--- src/rtl/nibble_serial_tx.sv ---
// FIFO-buffered nibble serializer: start, 4 data bits MSB-first, optional even parity, stop.
// Define NIBBLE_TX_PARITY_EN to insert the parity bit between DATA[0] and STOP.
module nibble_serial_tx #(
    parameter int DEPTH        = 4,
    parameter int CLKS_PER_BIT = 1
) (
    input  logic                   clk,
    input  logic                   rst,
    input  logic [3:0]             in_data,
    input  logic                   in_valid,
    output logic                   in_ready,
    output logic                   tx,
    output logic                   busy,
    output logic                   frame_done,
    output logic [$clog2(DEPTH):0] fifo_count
);
    localparam int AW = $clog2(DEPTH);
    localparam int TW = (CLKS_PER_BIT > 1) ? $clog2(CLKS_PER_BIT) : 1;
    localparam logic [TW-1:0] T_LAST = TW'(CLKS_PER_BIT - 1);
    localparam logic [AW:0]   FULL_COUNT = (AW+1)'(DEPTH);

    typedef enum logic [2:0] {
        S_IDLE,
        S_START,
        S_DATA,
`ifdef NIBBLE_TX_PARITY_EN
        S_PARITY,
`endif
        S_STOP
    } state_t;

    logic [3:0]    mem_q [DEPTH];
    logic [AW-1:0] wr_ptr_q, rd_ptr_q;
    logic [AW:0]   count_q, count_d;
    state_t        state_q, state_d;
    logic [TW-1:0] timer_q, timer_d;
    logic [1:0]    bit_q, bit_d;
    logic [3:0]    shift_q, shift_d;
    logic          tx_q, tx_d;
    logic          push, pop, bit_last;
`ifdef NIBBLE_TX_PARITY_EN
    logic          parity_q, parity_d;
`endif

    assign in_ready   = (count_q != FULL_COUNT);
    assign push       = in_valid && in_ready;
    assign pop        = (state_q == S_IDLE) && (count_q != '0);
    assign bit_last   = (timer_q == T_LAST);
    assign tx         = tx_q;
    assign busy       = (state_q != S_IDLE);
    assign frame_done = (state_q == S_STOP) && bit_last;
    assign fifo_count = count_q;

    always_comb begin
        count_d = count_q;
        case ({push, pop})
            2'b10:   count_d = count_q + 1'b1;
            2'b01:   count_d = count_q - 1'b1;
            default: count_d = count_q;
        endcase
    end

    // tx_d always carries the line level belonging to state_d, so tx stays registered.
    always_comb begin
        state_d = state_q;
        timer_d = timer_q;
        bit_d   = bit_q;
        shift_d = shift_q;
        tx_d    = tx_q;
`ifdef NIBBLE_TX_PARITY_EN
        parity_d = parity_q;
`endif
        if (state_q != S_IDLE) begin
            timer_d = bit_last ? '0 : timer_q + TW'(1);
        end
        case (state_q)
            S_IDLE: begin
                tx_d = 1'b1;
                if (pop) begin
                    state_d = S_START;
                    shift_d = mem_q[rd_ptr_q];
                    tx_d    = 1'b0;
`ifdef NIBBLE_TX_PARITY_EN
                    parity_d = ^mem_q[rd_ptr_q];
`endif
                end
            end
            S_START: begin
                if (bit_last) begin
                    state_d = S_DATA;
                    bit_d   = 2'd3;
                    tx_d    = shift_q[3];
                end
            end
            S_DATA: begin
                if (bit_last) begin
                    if (bit_q == 2'd0) begin
`ifdef NIBBLE_TX_PARITY_EN
                        state_d = S_PARITY;
                        tx_d    = parity_q;
`else
                        state_d = S_STOP;
                        tx_d    = 1'b1;
`endif
                    end else begin
                        bit_d   = bit_q - 2'd1;
                        shift_d = {shift_q[2:0], 1'b0};
                        tx_d    = shift_q[2];
                    end
                end
            end
`ifdef NIBBLE_TX_PARITY_EN
            S_PARITY: begin
                if (bit_last) begin
                    state_d = S_STOP;
                    tx_d    = 1'b1;
                end
            end
`endif
            S_STOP: begin
                tx_d = 1'b1;
                if (bit_last) begin
                    state_d = S_IDLE;
                end
            end
            default: begin
                state_d = S_IDLE;
                tx_d    = 1'b1;
            end
        endcase
    end

    always_ff @(posedge clk) begin
        if (push) begin
            mem_q[wr_ptr_q] <= in_data;
        end
    end

    always_ff @(posedge clk) begin
        if (rst) begin
            wr_ptr_q <= '0;
            rd_ptr_q <= '0;
            count_q  <= '0;
            state_q  <= S_IDLE;
            timer_q  <= '0;
            bit_q    <= '0;
            shift_q  <= '0;
            tx_q     <= 1'b1;
`ifdef NIBBLE_TX_PARITY_EN
            parity_q <= 1'b0;
`endif
        end else begin
            if (push) begin
                wr_ptr_q <= wr_ptr_q + AW'(1);
            end
            if (pop) begin
                rd_ptr_q <= rd_ptr_q + AW'(1);
            end
            count_q <= count_d;
            state_q <= state_d;
            timer_q <= timer_d;
            bit_q   <= bit_d;
            shift_q <= shift_d;
            tx_q    <= tx_d;
`ifdef NIBBLE_TX_PARITY_EN
            parity_q <= parity_d;
`endif
        end
    end

endmodule

--- config.mk ---
export PLATFORM = sky130hd
export DESIGN_NAME = nibble_serial_tx
export DESIGN_NICKNAME = d
export VERILOG_FILES = /design/src/rtl/nibble_serial_tx.sv
export SDC_FILE = /design/constraint.sdc
export NUM_CORES = 1
export LEC_CHECK = 0
export ABC_CLOCK_PERIOD_IN_PS = 2800
export BUFFER_PORTS_ARGS = -buffer_cell sky130_fd_sc_hd__clkbuf_2
export CAP_MARGIN = 20
export CORE_MARGIN = 2
export CORE_UTILIZATION = 57
export DETAILED_ROUTE_END_ITERATION = 6
export GPL_ROUTABILITY_DRIVEN = 0
export PLACE_DENSITY = 0.77
export SLEW_MARGIN = 20
export SYNTH_ARGS = -nofsm -noshare
export SYNTH_HDL_FRONTEND = slang
export SYNTH_SLANG_ARGS = --single-unit
--- constraint.sdc ---
create_clock -name clk -period 2.8 [get_ports clk]
set_input_delay 0.14 -clock clk [delete_from_list [all_inputs] [get_ports clk]]
set_output_delay 0.14 -clock clk [all_outputs]
set_load 0.02 [all_outputs]
# Yosys cells after proc, flatten, opt, wreduce, memory -nomap -nowiden
# Memories as Yosys holds them, arrays and structs flattened. A register that Yosys moved wholly into a read port is not among the register bits.
# Index checks and enable logic that the tools add are counted.
# totals
n_memories	1
ramBits	16
out_inout_bits	7
word_cells	67
ff_bits	18
# mem_list
name	depth	width	rd	rd_ports_with_merged_regs	write_ports	line	source
mem_q	4	4	1	1	1	32	logic [3:0] mem_q [DEPTH];
# op_classes
mux	25
reduce_logical	14
bitwise	1
eq_ne	12
add_sub_neg	6
# ops
cell	count
$mux 3	5
$mux 4	3
$ne 2x2->1 const B	6
$pmux 3 s4	1
$mux 2	5
$pmux 4 s2	1
$reduce_and 4->1	2
$mux 1	7
$eq 3x2->1 const B	2
$pmux 3 s2	1
$reduce_bool 2->1	3
$reduce_bool 3->1	2
$reduce_and 5->1	1
$add 2x1->2 const B	2
$pmux 2 s2	1
$add 3x1->3 const B	1
$eq 3x1->1 const B	1
$logic_and 1x1->1	3
$logic_not 3->1	1
$ne 3x3->1 const B	1
$pmux 1 s3	1
$sub 3x1->3 const B	1
$eq 2x1->1 const B	1
$eq 2x2->1 const B	1
5 further kinds	5

# Logic depth before layout (Yosys ltp)
# depth
word_depth	4
ltp_mapped	10

# Least setup slack after synthesis
# No wires, ideal clock.
# synth_timing
path_kind	register to register
start	reg count_q[2] (netlist: fifo_count[2])
end	reg count_q[2] (netlist: fifo_count[2])
arrival_ns	2.403
setup_ns	0.071
setup_slack_ns	0.326
required_ns	2.729
stages_incl_launch_ff	10
path_cell_list	dfxtp_1 > or3b_1 > clkbuf_1 > nand2_1 > ha_1 > inv_1 > fa_1 > xor2_1 > or3_1 > a21oi_1
# synth_between
elab_chain_cells	4
# synth_lines
item	line	source
from (decl)	34	logic [AW:0] count_q, count_d;
from (signal assigned)	159	count_q <= count_d;
$ne 3x3->1 *	45	assign in_ready = (count_q != FULL_COUNT);
net in_ready	11	output logic in_ready,
$logic_and 1x1->1 *	46	assign push = in_valid && in_ready;
$eq 2x1->1 or $eq 2x2->1 (tied branches)	56	case ({push, pop})
$pmux 3 s2 or $reduce_bool 2->1 (tied branches)	-	
# The timed path passes the listed nets; every way through them passes the cells marked *.
# A chain may end at the register's enable or synchronous reset.

# Final worst setup path
# layout_timing
start	reg count_q[2] (netlist: fifo_count[2])
end	reg count_q[2] (netlist: fifo_count[2])
# layout_between
elab_chain_cells	4
# layout_lines
item	line
$ne 3x3->1 or $reduce_bool 3->1 (tied branches)	45, 47
$logic_and 1x1->1, on equally long branches	46, 47
$eq 2x1->1 or $eq 2x2->1 (tied branches)	56
$pmux 3 s2 or $reduce_bool 2->1 (tied branches)	-
# Parallel ways exist; a longest one is shown, timed or not.

==> out/results.ini <==
[setup_path]
startpoint_type = flip-flop
required_ns = 3.06
worstPathArrival_ns = 2.70
path_cells = or3b_1 > nand2_1 > ha_1 > inv_1 > fa_1 > xor2_1 > or3_1 > a21oi_1
slowest_delay_ns = 0.52
r2r_end = fifo_count[2]
critPathCaptureType = flip-flop
slowest_stage = or3b_1
cp_max_fo = 10
criticalPathCategory = reg -> reg
worst-r2r-setup-slack_ns = 0.36
r2r-start = fifo_count[2]
reg2regPathDepth = 8

[sta]
fmax_mhz = 409.1
rsz0062_at_grt = false
worst_slew_pin_slew_ns = 0.4104
hold_viol = 0
post-route-min-period_ns = 2.444
finClkSkew_ns = 0.006877
period_share_pct = 87.29
slew_headroom_pct = 72.29
setup-violations-final = 0
slew_viol_final = 0
final.setup.tns_ns = 0

[global_routing]
grt_max_degree = 20
antenna_found_initial = 0
overflow = 0
grt_pass1_vias = 1011
grt_use_total_pct = 19.11
grt_pass1_wl_um = 4471

[clocking]
cts_setup_buffers = 0
clk_pin_slew_ns = 0.11
cts_tree = built
cts_sinks = 34
root_buffer = clkbuf_4
cts_resized = 0
ctsHoldBuffers = 1
insertion_delay_ns = 0.34
clock_path_buffers = 2
cts_inserted_buffers = 5
h-tree-depth = 2

[power]
p_leak_nw = 0.6541
vdd_drop_max_v = 0.0006952
pwr_density_cell_mw_per_mm2 = 987.8

[floorplanning]
dieArea_mm2 = 0.003200
ios = 14
die_h_um = 56.57
dieWidth_um = 56.57
initial_core_util_pct = 58.64
core_mm2 = 0.002686
rows = 19

[synthesis]
synth_warnings = 0
synth-seq-cells = 34
ys_seq_area_share_pct = 53.38
syn_inst = 134
synthesis.nets = 152
synth.distinct_cells = 40
synth_area_per_cell_um2 = 11.76
syn-cell-area_mm2 = 0.001575

[final_layout]
diodes = 0
drive_gt1_share_pct = 19.46
nNetsFinal = 166
synthToLayoutAreaGrowth_pct = 8.022
fin_area_mm2 = 0.001702

[routing]
drt-initial-drc-count = 41
wl_met1_um = 1173
drt-total-wl_um = 2580
dr.pass1.iters = 4
wl_met3_um = 84
detail_route.vias_per_cell = 5.756
drc_errors = 0
antenna_left = 0
wl_per_cell_um = 14.33
wl_met2_um = 1276
dr_total_vias = 1036
highest_layer = met4

[placed_design]
dp_hpwl_um = 1902
post_dp_cell_area_mm2 = 0.001638
port_buffers = 13

[worst_hold_path]
hold_path.class = in -> reg
whs_path_depth = 1
holdPathEnd = mem_q[2][2]
min_from = in_data[2]

[status]
outcome = complete, no violations

[job]
cap_violations = 0

[layer usage]
| layer | track usage (%) | vias up |
|---|---|---|
| met5 | 0 | - |
| met4 | 7.823 | 0 |
| met3 | 8.295 | 5 |
| met2 | 30.07 | 11 |
| met1 | 22.92 | 504 |
| li1 | - | 516 |
[worst max path at each step]
stage,startpoint,endpoint,slack [ns],depth (start not counted)
2_1_floorplan,fifo_count[2],fifo_count[2],0.33,9
3_3_place_gp,fifo_count[2],fifo_count[2],0.54,8
3_5_place_dp,fifo_count[2],fifo_count[2],0.39,8
4_1_cts,fifo_count[2],fifo_count[2],0.37,8
5_1_grt,fifo_count[2],fifo_count[2],0.15,8
6_report,fifo_count[2],fifo_count[2],0.36,8
[synth_stat cells (all sizes together)]
cell     n  share of area, %
mux2i    1              0.64
or2      1              0.40
nor3     2              0.64
nor2    10               2.4
or4b     1              0.87
edfxtp  16                31
a211oi   1              0.48
buf      3               1.7
nor2b    1              0.40
a221oi   1              0.56
xnor2    1              0.56
ha      10               7.9
nor4b    1              0.56
a21o     2              0.95
nand4    1              0.40
and3     5               2.3
or3      1              0.40
clkbuf   4              0.95
o311ai   1              0.56
o32ai    1              0.56
a21oi    5               1.6
dfxtp   18                23
nand2b   1              0.40
a311oi   3               2.1
a32oi    1              0.56
nand2    9               2.1
inv     11               2.6
a31oi    3               1.2
o21ai    5               1.6
mux4     4               5.7
xor2     3               1.7
or3b     1              0.56
nand3    3              0.95
o31a     1              0.64
fa       1               1.3
nand3b   1              0.48
[critical path, delay by kind of cell, from the launching register on]
family                     cells  cell delay [ns]
AOI/OAI and AO/OA              1             0.17
xor gates and xnor gates       1             0.16
adders and majority gates      2             0.55
buffers and inverters          1             0.06
DFF                            1             0.47
and+or+nand+nor                3             0.96
[where the power goes]
| group | internal [mW] | switching [mW] |
|---|---|---|
| sequential | 0.634 | 0.0818 |
| combinational | 0.316 | 0.386 |
| clock | 0.0933 | 0.169 |
| total | 1.04 | 0.637 |
[flip-flops by register name (all words and copies together), names as in the netlist, named ones only]
name,count
wr_ptr_q,2
shift_q,4
rd_ptr_q,2
tx,1
mem_q,16
fifo_count,3
bit_q,2
state_q,2
[metrics by stage]
stage | setup WS (ns) | utilization [%] | std cells | power (mW) | hold slack (ns)
floorplan | 0.3264 | - | 134 | 1.309 | 0.2389
detailed placement | 0.3904 | 60.97 | 171 | 1.434 | 0.3636
CTS | 0.3657 | 63.34 | 180 | 1.695 | 0.01150
finish | 0.3558 | 63.34 | 180 | 1.681 | 0.02318
global placement | 0.5396 | 60.97 | 171 | 1.397 | 0.3544
global route | 0.1504 | 63.34 | 180 | 1.813 | 0.003912
[final cells by class]
type	instances	area, um2
multi-input combinational	82	651.9
inverter	11	41.29
clock buffer	5	37.54
tap	31	38.79
sequential	34	840.8
clock inverter	3	16.27
timing repair buffer	14	75.07
fill	221	984.7
[logic make-up after synthesis]
kind of cell             share of synthesized area, %
AND/OR/NAND/NOR                                 12.87
multiplexers                                    6.355
buffers and inverters                           5.242
XOR/XNOR                                        2.224
adder cells (fa/ha/maj)                         9.214
AO/OA/AOI/OAI                                   10.72
flip-flops                                      53.38
[cells in the final DEF, fill, tap and decap left out, types with 2 or more instances in the layout]
| cell | synthesis | routed |
|---|---|---|
| clkbuf_2 | 0 | 13 |
| edfxtp_1 | 16 | 16 |
| dfxtp_1 | 18 | 18 |
| o21ai_0 | 4 | 4 |
| a311oi_1 | 2 | 2 |
| a21oi_1 | 5 | 5 |
| nand2_1 | 9 | 9 |
| nor3_1 | 2 | 2 |
| xor2_1 | 3 | 3 |
| nor2_1 | 10 | 10 |
| ha_1 | 10 | 10 |
| a21o_1 | 2 | 2 |
| a31oi_1 | 3 | 3 |
| inv_1 | 11 | 11 |
| clkbuf_4 | 0 | 5 |
| nand3_1 | 3 | 3 |
| and3_1 | 4 | 4 |
| mux4_2 | 4 | 4 |
Power figures use the tool's default switching activity.
